===== config.mk =====
export PLATFORM = sky130hd
export DESIGN_NAME = alu_acc
export DESIGN_NICKNAME = d
export VERILOG_FILES = /design/src/rtl/cpu_pkg.sv /design/src/rtl/booth_mpy_seq.sv /design/src/rtl/alu_acc.sv
export SDC_FILE = /design/constraint.sdc
export NUM_CORES = 1
export LEC_CHECK = 0
export CELL_PAD_IN_SITES_DETAIL_PLACEMENT = 1
export CELL_PAD_IN_SITES_GLOBAL_PLACEMENT = 1
export CORE_UTILIZATION = 30
export CTS_CLUSTER_SIZE = 14
export DETAILED_ROUTE_END_ITERATION = 10
export PLACE_DENSITY = 0.62
export SKIP_CTS_REPAIR_TIMING = 1
export SKIP_LAST_GASP = 1
export SLEW_MARGIN = 25
export SYNTH_ARGS = -nofsm -noshare
export SYNTH_HDL_FRONTEND = slang
export SYNTH_SLANG_ARGS = --single-unit

===== constraint.sdc =====
create_clock -name clk -period 7.4 [get_ports clk]
set_input_delay 1.11 -clock clk [delete_from_list [all_inputs] [get_ports clk]]
set_output_delay 1.11 -clock clk [all_outputs]
set_load 0.005 [all_outputs]

===== src/rtl/cpu_pkg.sv =====
// Shared definitions for the accumulator CPU: control-word bit positions, flag positions, data width.
// Latency: n/a (package only).
// Backpressure: n/a; the control unit and alu_acc both import this so bit positions live in one place.
package cpu_pkg;

  localparam int DATA_W = 16;

  // Control word bit positions (one bit per micro-operation).
  localparam int MBR2BR      = 6;
  localparam int MBR2ACC     = 10;
  localparam int ACC_CLEAR   = 21;
  localparam int ADDITION    = 22;
  localparam int SUBTRACT    = 23;
  localparam int AND_OP      = 24;
  localparam int OR_OP       = 25;
  localparam int NOT_OP      = 26;
  localparam int SHIFT_LEFT  = 27;
  localparam int SHIFT_RIGHT = 28;
  localparam int MULTIPLY    = 29;
  localparam int ARITH_SHL   = 30;
  localparam int ARITH_SHR   = 31;

  localparam int OP_NUM = ARITH_SHR - ADDITION + 1;

  // Flag bit positions.
  localparam int FLAG_N        = 0;
  localparam int FLAG_Z        = 1;
  localparam int FLAG_C        = 2;
  localparam int FLAG_V        = 3;
  localparam int FLAG_BUSY     = 4;
  localparam int FLAG_BUSY_ERR = 5;
  localparam int FLAG_MULTI    = 6;

  // Operation index relative to ADDITION; order must follow the control bits.
  typedef enum logic [3:0] {
    OP_ADD, OP_SUB, OP_AND, OP_OR, OP_NOT,
    OP_LSL, OP_LSR, OP_MPY, OP_ASL, OP_ASR
  } op_e;

  typedef enum logic {MPY_IDLE, MPY_RUN} mpy_state_e;

  // Lowest set op bit wins when several are asserted.
  function automatic op_e lowest_op(input logic [OP_NUM-1:0] bits);
    op_e sel;
    sel = OP_ADD;
    for (int i = OP_NUM - 1; i >= 0; i--) begin
      if (bits[i]) sel = op_e'(i[3:0]);
    end
    return sel;
  endfunction

  // True when more than one op bit is set.
  function automatic logic multi_hot(input logic [OP_NUM-1:0] bits);
    return (bits & (bits - {{(OP_NUM-1){1'b0}}, 1'b1})) != '0;
  endfunction

endpackage


===== src/rtl/booth_mpy_seq.sv =====
// Radix-2 Booth sequencer: owns multiplicand, q-1 bit, iteration counter and busy; the product lives in the caller's {MR,ACC}.
// Latency: busy for MPY_ITER cycles after start; done pulses on the final step edge.
// Backpressure: none; start is ignored while busy (caller flags the misuse).
// Ports: clk, rst (async active-low), start, mcand_in (BR), hi_in/lo_in (current MR/ACC),
//        hi_next/lo_next (product after this cycle's step), step (apply next), done, busy.
module booth_mpy_seq #(
  parameter int DATA_W   = 16,
  parameter int MPY_ITER = DATA_W
) (
  input  logic              clk,
  input  logic              rst,
  input  logic              start,
  input  logic [DATA_W-1:0] mcand_in,
  input  logic [DATA_W-1:0] hi_in,
  input  logic [DATA_W-1:0] lo_in,
  output logic [DATA_W-1:0] hi_next,
  output logic [DATA_W-1:0] lo_next,
  output logic              step,
  output logic              done,
  output logic              busy
);
  import cpu_pkg::*;

  localparam int CNT_W = $clog2(MPY_ITER + 1);

  mpy_state_e        state, state_nxt;
  logic [CNT_W-1:0]  cnt;
  logic              q_1;
  logic [DATA_W-1:0] mcand;
  logic [DATA_W:0]   hi_ext, mc_ext, sum;

  // One guard bit on the partial sum keeps add/sub of the most negative
  // multiplicand from overflowing before the arithmetic right shift.
  always_comb begin
    hi_ext = {hi_in[DATA_W-1], hi_in};
    mc_ext = {mcand[DATA_W-1], mcand};
    case ({lo_in[0], q_1})
      2'b01:   sum = hi_ext + mc_ext;
      2'b10:   sum = hi_ext - mc_ext;
      default: sum = hi_ext;
    endcase
    hi_next = sum[DATA_W:1];
    lo_next = {sum[0], lo_in[DATA_W-1:1]};
    step    = (state == MPY_RUN);
    done    = step && (cnt == CNT_W'(1));
  end

  always_comb begin
    state_nxt = state;
    case (state)
      MPY_IDLE: if (start) state_nxt = MPY_RUN;
      MPY_RUN:  if (cnt == CNT_W'(1)) state_nxt = MPY_IDLE;
      default:  state_nxt = MPY_IDLE;
    endcase
  end

  always_ff @(posedge clk or negedge rst) begin
    if (!rst) begin
      state <= MPY_IDLE;
      cnt   <= '0;
      q_1   <= 1'b0;
      mcand <= '0;
      busy  <= 1'b0;
    end else begin
      state <= state_nxt;
      if (state == MPY_IDLE) begin
        if (start) begin
          mcand <= mcand_in;
          q_1   <= 1'b0;
          cnt   <= CNT_W'(MPY_ITER);
          busy  <= 1'b1;
        end
      end else begin
        q_1 <= lo_in[0];
        cnt <= cnt - CNT_W'(1);
        if (done) busy <= 1'b0;
      end
    end
  end

endmodule


===== src/rtl/alu_acc.sv =====
// ALU with ACC/BR/MR: decodes the control word, runs single-cycle ops, multiply via booth_mpy_seq, keeps flags.
// Latency: 1 cycle for single-cycle ops and loads; MPY_ITER cycles after the start edge for multiply.
// Backpressure: busy high during multiply; ops issued then are dropped and latch the sticky busy_err.
// Ports: clk, rst (async active-low), control_signal[31:0], mbr_in, acc_out, mr_out,
//        flags = {0, multi_op_err, busy_err, busy, V, C, Z, N}, busy.
module alu_acc #(
  parameter int DATA_W   = cpu_pkg::DATA_W,
  parameter int MPY_ITER = DATA_W
) (
  input  logic              clk,
  input  logic              rst,
  input  logic [31:0]       control_signal,
  input  logic [DATA_W-1:0] mbr_in,
  output logic [DATA_W-1:0] acc_out,
  output logic [DATA_W-1:0] mr_out,
  output logic [7:0]        flags,
  output logic              busy
);
  import cpu_pkg::*;

  logic [DATA_W-1:0] acc, br, mr;
  logic              n_flag, z_flag, c_flag, v_flag;
  logic              busy_err, multi_err;

  logic [OP_NUM-1:0] op_bits;
  logic              any_op, multi;
  op_e               sel;

  logic [DATA_W-1:0] res;
  logic              c_nxt, v_nxt;
  logic [DATA_W:0]   wide;

  logic              mpy_start, mpy_step, mpy_done;
  logic [DATA_W-1:0] prod_hi, prod_lo;

  logic              unused_ctrl;
  assign unused_ctrl = ^{control_signal[ACC_CLEAR-1:MBR2ACC+1],
                         control_signal[MBR2ACC-1:MBR2BR+1],
                         control_signal[MBR2BR-1:0]};

  assign op_bits   = control_signal[ARITH_SHR:ADDITION];
  assign any_op    = |op_bits;
  assign multi     = multi_hot(op_bits);
  assign sel       = lowest_op(op_bits);
  assign mpy_start = any_op && !busy && (sel == OP_MPY);

  always_comb begin
    res   = acc;
    c_nxt = c_flag;
    v_nxt = v_flag;
    wide  = '0;
    case (sel)
      OP_ADD: begin
        wide  = {1'b0, acc} + {1'b0, br};
        res   = wide[DATA_W-1:0];
        c_nxt = wide[DATA_W];
        v_nxt = (acc[DATA_W-1] == br[DATA_W-1]) && (res[DATA_W-1] != acc[DATA_W-1]);
      end
      OP_SUB: begin
        wide  = {1'b0, acc} - {1'b0, br};
        res   = wide[DATA_W-1:0];
        c_nxt = ~wide[DATA_W];  // carry = not borrow
        v_nxt = (acc[DATA_W-1] != br[DATA_W-1]) && (res[DATA_W-1] != acc[DATA_W-1]);
      end
      OP_AND: begin res = acc & br; c_nxt = 1'b0; v_nxt = 1'b0; end
      OP_OR:  begin res = acc | br; c_nxt = 1'b0; v_nxt = 1'b0; end
      OP_NOT: begin res = ~br;      c_nxt = 1'b0; v_nxt = 1'b0; end
      OP_LSL: begin
        res   = {acc[DATA_W-2:0], 1'b0};
        c_nxt = acc[DATA_W-1];
        v_nxt = 1'b0;
      end
      OP_ASL: begin
        res   = {acc[DATA_W-2:0], 1'b0};
        c_nxt = acc[DATA_W-1];
        v_nxt = acc[DATA_W-1] ^ acc[DATA_W-2];
      end
      OP_LSR: begin
        res   = {1'b0, acc[DATA_W-1:1]};
        c_nxt = acc[0];
        v_nxt = 1'b0;
      end
      OP_ASR: begin
        res   = {acc[DATA_W-1], acc[DATA_W-1:1]};
        c_nxt = acc[0];
        v_nxt = 1'b0;
      end
      default: ;  // MPY: ACC untouched on the start edge
    endcase
  end

  booth_mpy_seq #(.DATA_W(DATA_W), .MPY_ITER(MPY_ITER)) u_mpy (
    .clk      (clk),
    .rst      (rst),
    .start    (mpy_start),
    .mcand_in (br),
    .hi_in    (mr),
    .lo_in    (acc),
    .hi_next  (prod_hi),
    .lo_next  (prod_lo),
    .step     (mpy_step),
    .done     (mpy_done),
    .busy     (busy)
  );

  always_ff @(posedge clk or negedge rst) begin
    if (!rst) begin
      acc       <= '0;
      br        <= '0;
      mr        <= '0;
      n_flag    <= 1'b0;
      z_flag    <= 1'b1;
      c_flag    <= 1'b0;
      v_flag    <= 1'b0;
      busy_err  <= 1'b0;
      multi_err <= 1'b0;
    end else begin
      // BR load is always honoured; an op in the same cycle still sees the old BR.
      if (control_signal[MBR2BR]) br <= mbr_in;

      if (busy) begin
        // ACC/MR hold the running product, so no other writer may touch them.
        if (any_op) busy_err <= 1'b1;
        if (mpy_step) begin
          acc <= prod_lo;
          mr  <= prod_hi;
        end
        if (mpy_done) begin
          n_flag <= prod_hi[DATA_W-1];
          z_flag <= ({prod_hi, prod_lo} == '0);
          c_flag <= 1'b0;
          v_flag <= (prod_hi != {DATA_W{prod_lo[DATA_W-1]}});
        end
      end else if (any_op) begin
        if (multi) multi_err <= 1'b1;
        if (sel == OP_MPY) begin
          mr <= '0;
        end else begin
          acc    <= res;
          n_flag <= res[DATA_W-1];
          z_flag <= (res == '0);
          c_flag <= c_nxt;
          v_flag <= v_nxt;
        end
      end else if (control_signal[MBR2ACC]) begin
        acc    <= mbr_in;
        n_flag <= mbr_in[DATA_W-1];
        z_flag <= (mbr_in == '0);
      end else if (control_signal[ACC_CLEAR]) begin
        acc    <= '0;
        n_flag <= 1'b0;
        z_flag <= 1'b1;
      end
    end
  end

  assign acc_out = acc;
  assign mr_out  = mr;
  assign flags   = {1'b0, multi_err, busy_err, busy, v_flag, c_flag, z_flag, n_flag};

endmodule


## Word-level counts from Yosys, hierarchy flattened

Index checks and enable logic that the tools add are counted.

- Logic and storage cells: 134
- Output and inout port bits: 41
- Input bits: 50
- Flip-flop bits (word level): 78

- Add/sub/neg operators: 6
- Reduce and logical (&&, ||, !) cells: 31
- Eq/ne operators: 22
- Bitwise gates (word level): 8
- Mux-type cells: 53

Operators by type and width:

| operator | count |
|---|---|
| $mux W16 | 10 |
| $pmux W16 S8 | 1 |
| $mux W4 | 10 |
| $add A16 B16 Y17 | 2 |
| $pmux W17 S2 | 1 |
| $sub A16 B16 Y17 | 2 |
| $logic_not A16 Y1 | 2 |
| $logic_not A32 Y1 | 1 |
| $mux W1 | 26 |
| $and A16 B16 Y16 | 1 |
| $eq A4 B3 Y1 const B | 4 |
| $ne A16 B16 Y1 | 1 |
| $not A16 Y16 | 1 |
| $or A16 B16 Y16 | 1 |
| $reduce_and A3 Y1 | 4 |
| $and A10 B10 Y10 | 1 |
| $mux W5 | 2 |
| $reduce_bool A10 Y1 | 1 |
| $reduce_or A10 Y1 | 1 |
| $sub A10 B1 Y10 const B | 1 |
| $eq A4 B2 Y1 const B | 2 |
| $eq A4 B4 Y1 const B | 2 |
| $reduce_and A4 Y1 | 2 |
| $ne A2 B2 Y1 const B | 3 |
| 25 further kinds | 38 |

## Longest topological paths before layout

- Depth in word-level cells: 17
- Mapped depth: 18
- Gate-level depth less buffers: 17

## Modules after synthesis

Synthesis repeated with hierarchy kept, for this count alone.

- Cell total of the unflattened synthesis: 1067
- Area total of the unflattened synthesis: 8287.9 um^2

Modules (own cells, without submodules):

| module | area each (um^2) | cells an instance | instances |
|---|---|---|---|
| alu_acc | 5800.6 | 754 | 1 |
| booth_mpy_seq | 2487.4 | 313 | 1 |

## Worst setup path before layout

No wires, ideal clock.

- Kind: register to register
- Start: register u_mpy.mcand[0]
- End: register v_flag
- Stages on the path, launching flop included: 19
- Data arrival time: 3.643 ns
- Required time: 7.265 ns
- Library setup time: 0.135 ns
- Path slack: 3.623 ns
- Period minus slack after synthesis: 3.777 ns
- Path through: dfrtp_1 -> inv_1 -> ha_1 -> or3b_4 -> nor4_4 -> a21oi_1 -> xnor2_1 -> ha_1 -> clkbuf_1 -> a21oi_1 -> a21oi_1 -> o21ai_0 -> o211ai_1 -> and4_4 -> nor4_2 -> xnor2_1 -> inv_1 -> nor4b_1 -> nor4_2

- Cells in the longest elaborated chain, start to end: 5
- Elaborated cells between the ends (all ways): 6

Ends and longest elaborated chain:

| item | RTL line | source |
|---|---|---|
| start: declaration | booth_mpy_seq.sv:29 | `logic [DATA_W-1:0] mcand;` |
| start signal: assignment | booth_mpy_seq.sv:68 | `mcand <= mcand_in;` |
| $sub A16 B16 Y17 / $add A16 B16 Y17 (equally long branches) | booth_mpy_seq.sv:39, booth_mpy_seq.sv:38 |  |
| $pmux W17 S2 (*) | booth_mpy_seq.sv:37 | `case ({lo_in[0], q_1})` |
| $ne A16 B16 Y1 (*) | alu_acc.sv:132 | `v_flag <= (prod_hi != {DATA_W{prod_lo[DATA_W-1]}});` |
| $mux W1 (*) | alu_acc.sv:128 | `if (mpy_done) begin` |
| $mux W1 (*) | alu_acc.sv:121 | `if (busy) begin` |
| end signal: assignment | alu_acc.sv:132 |  |
| end signal: assignment | alu_acc.sv:143 | `v_flag <= v_nxt;` |
| end: declaration | alu_acc.sv:22 | `logic n_flag, z_flag, c_flag, v_flag;` |

Every way passes the cells marked *; elsewhere a longest branch is shown, timed or not. The select of a mux whose other input is x is not followed.
A chain may end at the register's enable or synchronous reset.

## Worst setup path after layout

- Start: register acc[0], in the netlist acc_out[0]
- End: register v_flag

- Cells in the longest elaborated chain, start to end: 7
- Elaborated cells between the ends (all ways): 15

Ends and longest elaborated chain:

| item | RTL line | source |
|---|---|---|
| start: declaration | alu_acc.sv:21 | `logic [DATA_W-1:0] acc, br, mr;` |
| start signal: assignment | alu_acc.sv:125 | `acc <= prod_lo;` |
| start signal: assignment | alu_acc.sv:139 | `acc <= res;` |
| start signal: assignment | alu_acc.sv:146 | `acc <= mbr_in;` |
| $sub A16 B16 Y17 / $add A16 B16 Y17 (equally long branches) | alu_acc.sv:60, alu_acc.sv:54 |  |
| $ne A1 B1 Y1 (on tied branches) | alu_acc.sv:63, alu_acc.sv:57 |  |
| $logic_and A1 B1 Y1 (on tied branches) | alu_acc.sv:63, alu_acc.sv:57 |  |
| $pmux W1 S4 | alu_acc.sv:52 | `case (sel)` |
| $mux W1 | alu_acc.sv:136 | `if (sel == OP_MPY) begin` |
| $mux W1 | alu_acc.sv:134 | `end else if (any_op) begin` |
| $mux W1 (*) | alu_acc.sv:121 |  |

Marks and branches as above.

==> out/metrics.csv <==
stage;metric;value;unit
drt;Via-to-Cell Ratio;5.918;
worst_hold_path;Min-Delay Startpoint;busy_err;
sta;unrepaired setup endpoints after global routing;false;
sta;worst slew margin relative to its limit;0.2880;
clocking;worst-case clock buffer depth;2;
critical_path;worst setup path class;register to register;
sta;post-route worst setup slack;2.520;ns
critical_path;nature of the critical path endpoint;register;
sta;Slew Limit Fails;0;
die;die extent in x;167.1;µm
critical_path;slowest stage cell, crit path;sky130_fd_sc_hd__dfrtp_1;
synthesis;largest family of logic cells by synthesized area;compound AO/OA/AOI/OAI gates;
clocking;depth of the CTS H-tree;3;
worst_hold_path;worst hold path class;register to register;
sta;clock skew after layout;0.008280;ns
synthesis;number of enable flip-flop cells after synthesis;0;
power;post-layout power;4.079;mW
critical_path;launch instance of the worst register-to-register path;acc_out[0];
synthesis;Yosys top cell by area;sky130_fd_sc_hd__dfrtp_1;
critical_path;logic depth of the worst register-to-register path;13;
synthesis;synth top area cells;sky130_fd_sc_hd__dfrtp_1 (24%), sky130_fd_sc_hd__ha_1 (10%), sky130_fd_sc_hd__o21ai_0 (5.3%), sky130_fd_sc_hd__nand2_1 (4.7%), sky130_fd_sc_hd__a21oi_1 (4.0%);
clocking;Num CTS Buffers;9;
placement;half-perimeter wire length after detailed placement;24900;µm
drt;residual DRC count;0;
global_route;number of global-route vias before repair;8299;
critical_path;worst path bufs/invs;0;
sta;final worst path period share;0.6594;
global_route;first-pass GRT wire length;50650;µm
synthesis;Cell Area, Synth;8174;µm²
sta;Max Clk Rate;0.2049;GHz
die;Core Rows;60;
clocking;clock transition at the register clock pins on the worst setup and hold paths after CTS;0.07;ns
synthesis;Synth Instances;1037;
placement;placed standard-cell area;9135;µm²
die;Boundary Pins;91;
cells_and_area;area of the multi-input gates;5714;µm²
outcome;status;finished clean;
global_route;antenna violations before repair;0;
critical_path;slack of the worst reg-to-reg path;2.52;ns
power;combinational cell fraction of total power;0.681;
power;total power per unit cell area;432.7;nW/µm²
drt;1st-pass router iterations;4;
clocking;Clock Tree Root;sky130_fd_sc_hd__clkbuf_16;
placement;global placement routability congestion;0.8988;
critical_path;element type at the critical path start;register;
die;core footprint;26880;µm²
synthesis;post-synthesis share of cell area spent on full adders, half adders and majority gates;0.1114;
synthesis;async set or reset register ratio after synthesis;1.000;
power;share of power burned in registers;0.204;
global_route;all-layer global routing usage;0.2366;
clocking;insertion delay of the later-clocked pin in the worst-skew pair;0.36;ns
die;Starting Density;0.3041;
placement;count of port buffers added during placement;70;
global_route;overflow left after global routing;0;
synthesis;Seq/Total Area, Yosys;0.2389;
critical_path;Worst Path Required;7.62;ns
critical_path;Crit path arrival time;5.10;ns
synthesis;multiplexer share of the synthesized area;0.04041;
synthesis;synthesized area divided by synthesized cell count;7.882;µm²
drt;final WL;32770;µm
drt;DRC violation total after the first TritonRoute iteration;594;
power;Clock power frac;0.115;
synthesis;synthesized flop and latch total;78;
worst_hold_path;endpoint with the worst hold slack;busy_err;
synthesis;Mapped Nets;1158;
critical_path;list of cells traversed by the critical path;ha_1 > mux2_2 > fa_1 > nor2b_1 > o31a_1 > o221ai_1 > a31oi_1 > o311ai_0 > or4_1 > a21oi_1 > nand4_1 > nor4b_1 > nor4_2;
power;leakage component of the power;3.853;nW
critical_path;CP peak stage delay;0.68;ns
die;die area;27910;µm²
cells_and_area;share of cells above drive strength 1;0.08341;
cells_and_area;FF+latch area;1953;µm²
clocking;Clock Sink Count;78;
synthesis;simple-gate area share of the yosys netlist;0.2201;
sta;Final Hold Fails;0;
synthesis;count of synthesis-stage warnings from yosys;0;
power;Max VDD drop;0.1293;mV
cells_and_area;Filler Cells Inserted;3256;
synthesis;portion of synthesized cell area occupied by the leading cell type;0.2357;
run;max capacitance violation total;0;
worst_hold_path;hold path cells;1;
drt;average wire per cell in the routed design;23.07;µm
synthesis;top flip-flop cell by instance count after synthesis;sky130_fd_sc_hd__dfrtp_1;
cells_and_area;Final Net Count;1196;
sta;total setup violations reported at the end of the flow;0;
sta;aggregate negative setup slack;0;ns
sta;final worst path period need;4.880;ns
drt;remaining antenna violation count after routing;0;
synthesis;count of cell types in the netlist;96;
power;net switching power figure;2.110;mW
critical_path;cell family with most CP delay;simple AND/OR/NAND/NOR gates;
synthesis;Synth Area in XOR/XNOR;0.03000;
synthesis;compound-gate portion of the synthesized area;0.2939;
critical_path;terminus of the critical flop-to-flop path;v_flag;
critical_path;maximum net fanout on the critical path;17;
power;Int Power;1.970;mW
placement;pre-CTS setup slack;2.527;ns
cells_and_area;area added between synthesis and finish;15.32;%
die;overall die height;167.1;µm
cells_and_area;number of antenna cells inserted;0;
sta;Worst-Margin Slew;1.038;ns
drt;total number of vias;8404;
power;Switching Fraction;0.5171;
cells_and_area;post-route cell area;9427;µm²
clocking;CTS tree;yes;
global_route;largest net degree at the start of global routing;64;
==> flip-flops by register name (all words and copies together) (netlist names), 5 cells and up <==
register	cells
acc_out	16
br	16
mr_out	16
u_mpy.cnt	5
u_mpy.mcand	16
==> layout make-up <==
type	count	share of cell area
Multi-Input combinational cell	836	0.6062
Sequential cell	78	0.2072
Timing Repair Buffer	82	0.08362
Tap cell	341	0.04526
Inverter	68	0.02708
Clock buffer	9	0.02389
Clock inverter	6	0.006769
==> cell families after synthesis <==
group,after synthesis
muxes,30
and+or+nand+nor,356
adders and majority gates,71
buffers and inverters,123
xor gates and xnor gates,28
other,1
AOI/OAI and AO/OA,350
DFF,78
==> through the flow <==
step	instances	util	hold WS, ns
floorplan	1037	-	0.4289
global placement	1405	0.3397	0.4389
detailed placement	1405	0.3399	0.4496
CTS	1420	0.3507	0.4651
global route	1420	0.3507	0.4749
finish	1420	0.3507	0.4563
==> layer usage <==
metal	share of wire	track usage	routed length (µm)
met2	0.43	0.3626	14240
met3	0.050	0.03755	1645
met1	0.49	0.3388	16030
met5	0	0	0
met4	0.026	0.06965	843
==> how the worst max path moves through the flow <==
stage                   startpoint  cells past startpoint  endpoint  slack (ns)
finish                  acc_out[0]                     13    v_flag        2.52
global route            acc_out[0]                     13    v_flag        2.12
CTS                     acc_out[0]                     13    v_flag        2.50
detailed placement      acc_out[0]                     13    v_flag        2.53
global placement        acc_out[0]                     13    v_flag        2.60
floorplan           u_mpy.mcand[0]                     18    v_flag        3.62
==> power groups by stage <==
stage	Clock, mW	Combinational (mW)	Sequential [mW]
5_1_grt	0.490	3.07	0.851
3_5_place_dp	0	2.74	0.835
6_report	0.468	2.78	0.831
4_1_cts	0.478	2.76	0.830
2_1_floorplan	0	1.94	0.717
3_3_place_gp	0	2.70	0.837
==> layout by cell type, fill, tap and decap left out, types with 8 or more instances in the layout <==
master,count
sky130_fd_sc_hd__nand4_1,12
sky130_fd_sc_hd__nor2_1,71
sky130_fd_sc_hd__a22o_1,14
sky130_fd_sc_hd__or4_1,8
sky130_fd_sc_hd__nor3_1,29
sky130_fd_sc_hd__o31ai_1,18
sky130_fd_sc_hd__nand2_1,102
sky130_fd_sc_hd__buf_4,13
sky130_fd_sc_hd__nand3_1,37
sky130_fd_sc_hd__mux2_2,20
sky130_fd_sc_hd__xnor2_1,25
sky130_fd_sc_hd__nor4_1,22
sky130_fd_sc_hd__nor2b_1,12
sky130_fd_sc_hd__a31oi_1,10
sky130_fd_sc_hd__clkdlybuf4s50_1,69
sky130_fd_sc_hd__and3_1,10
sky130_fd_sc_hd__a211oi_1,18
sky130_fd_sc_hd__a21oi_1,66
sky130_fd_sc_hd__mux2i_1,9
sky130_fd_sc_hd__dfrtp_1,77
sky130_fd_sc_hd__o21ai_0,85
sky130_fd_sc_hd__clkbuf_16,9
sky130_fd_sc_hd__ha_1,68
sky130_fd_sc_hd__inv_1,67
sky130_fd_sc_hd__o211ai_1,14
sky130_fd_sc_hd__o21a_1,11
==> cells in the mapped netlist (14+ instances only) <==
master                       n
sky130_fd_sc_hd__a211oi_1   18
sky130_fd_sc_hd__a21oi_1    66
sky130_fd_sc_hd__a22o_1     14
sky130_fd_sc_hd__clkbuf_1   30
sky130_fd_sc_hd__dfrtp_1    77
sky130_fd_sc_hd__ha_1       68
sky130_fd_sc_hd__inv_1      67
sky130_fd_sc_hd__mux2_2     20
sky130_fd_sc_hd__nand2_1   102
sky130_fd_sc_hd__nand3_1    37
sky130_fd_sc_hd__nor2_1     74
sky130_fd_sc_hd__nor3_1     30
sky130_fd_sc_hd__nor4_1     23
sky130_fd_sc_hd__o211ai_1   14
sky130_fd_sc_hd__o21ai_0    86
sky130_fd_sc_hd__o31ai_1    18
sky130_fd_sc_hd__xnor2_1    25
Note: power is estimated with default switching activity, not from simulation.
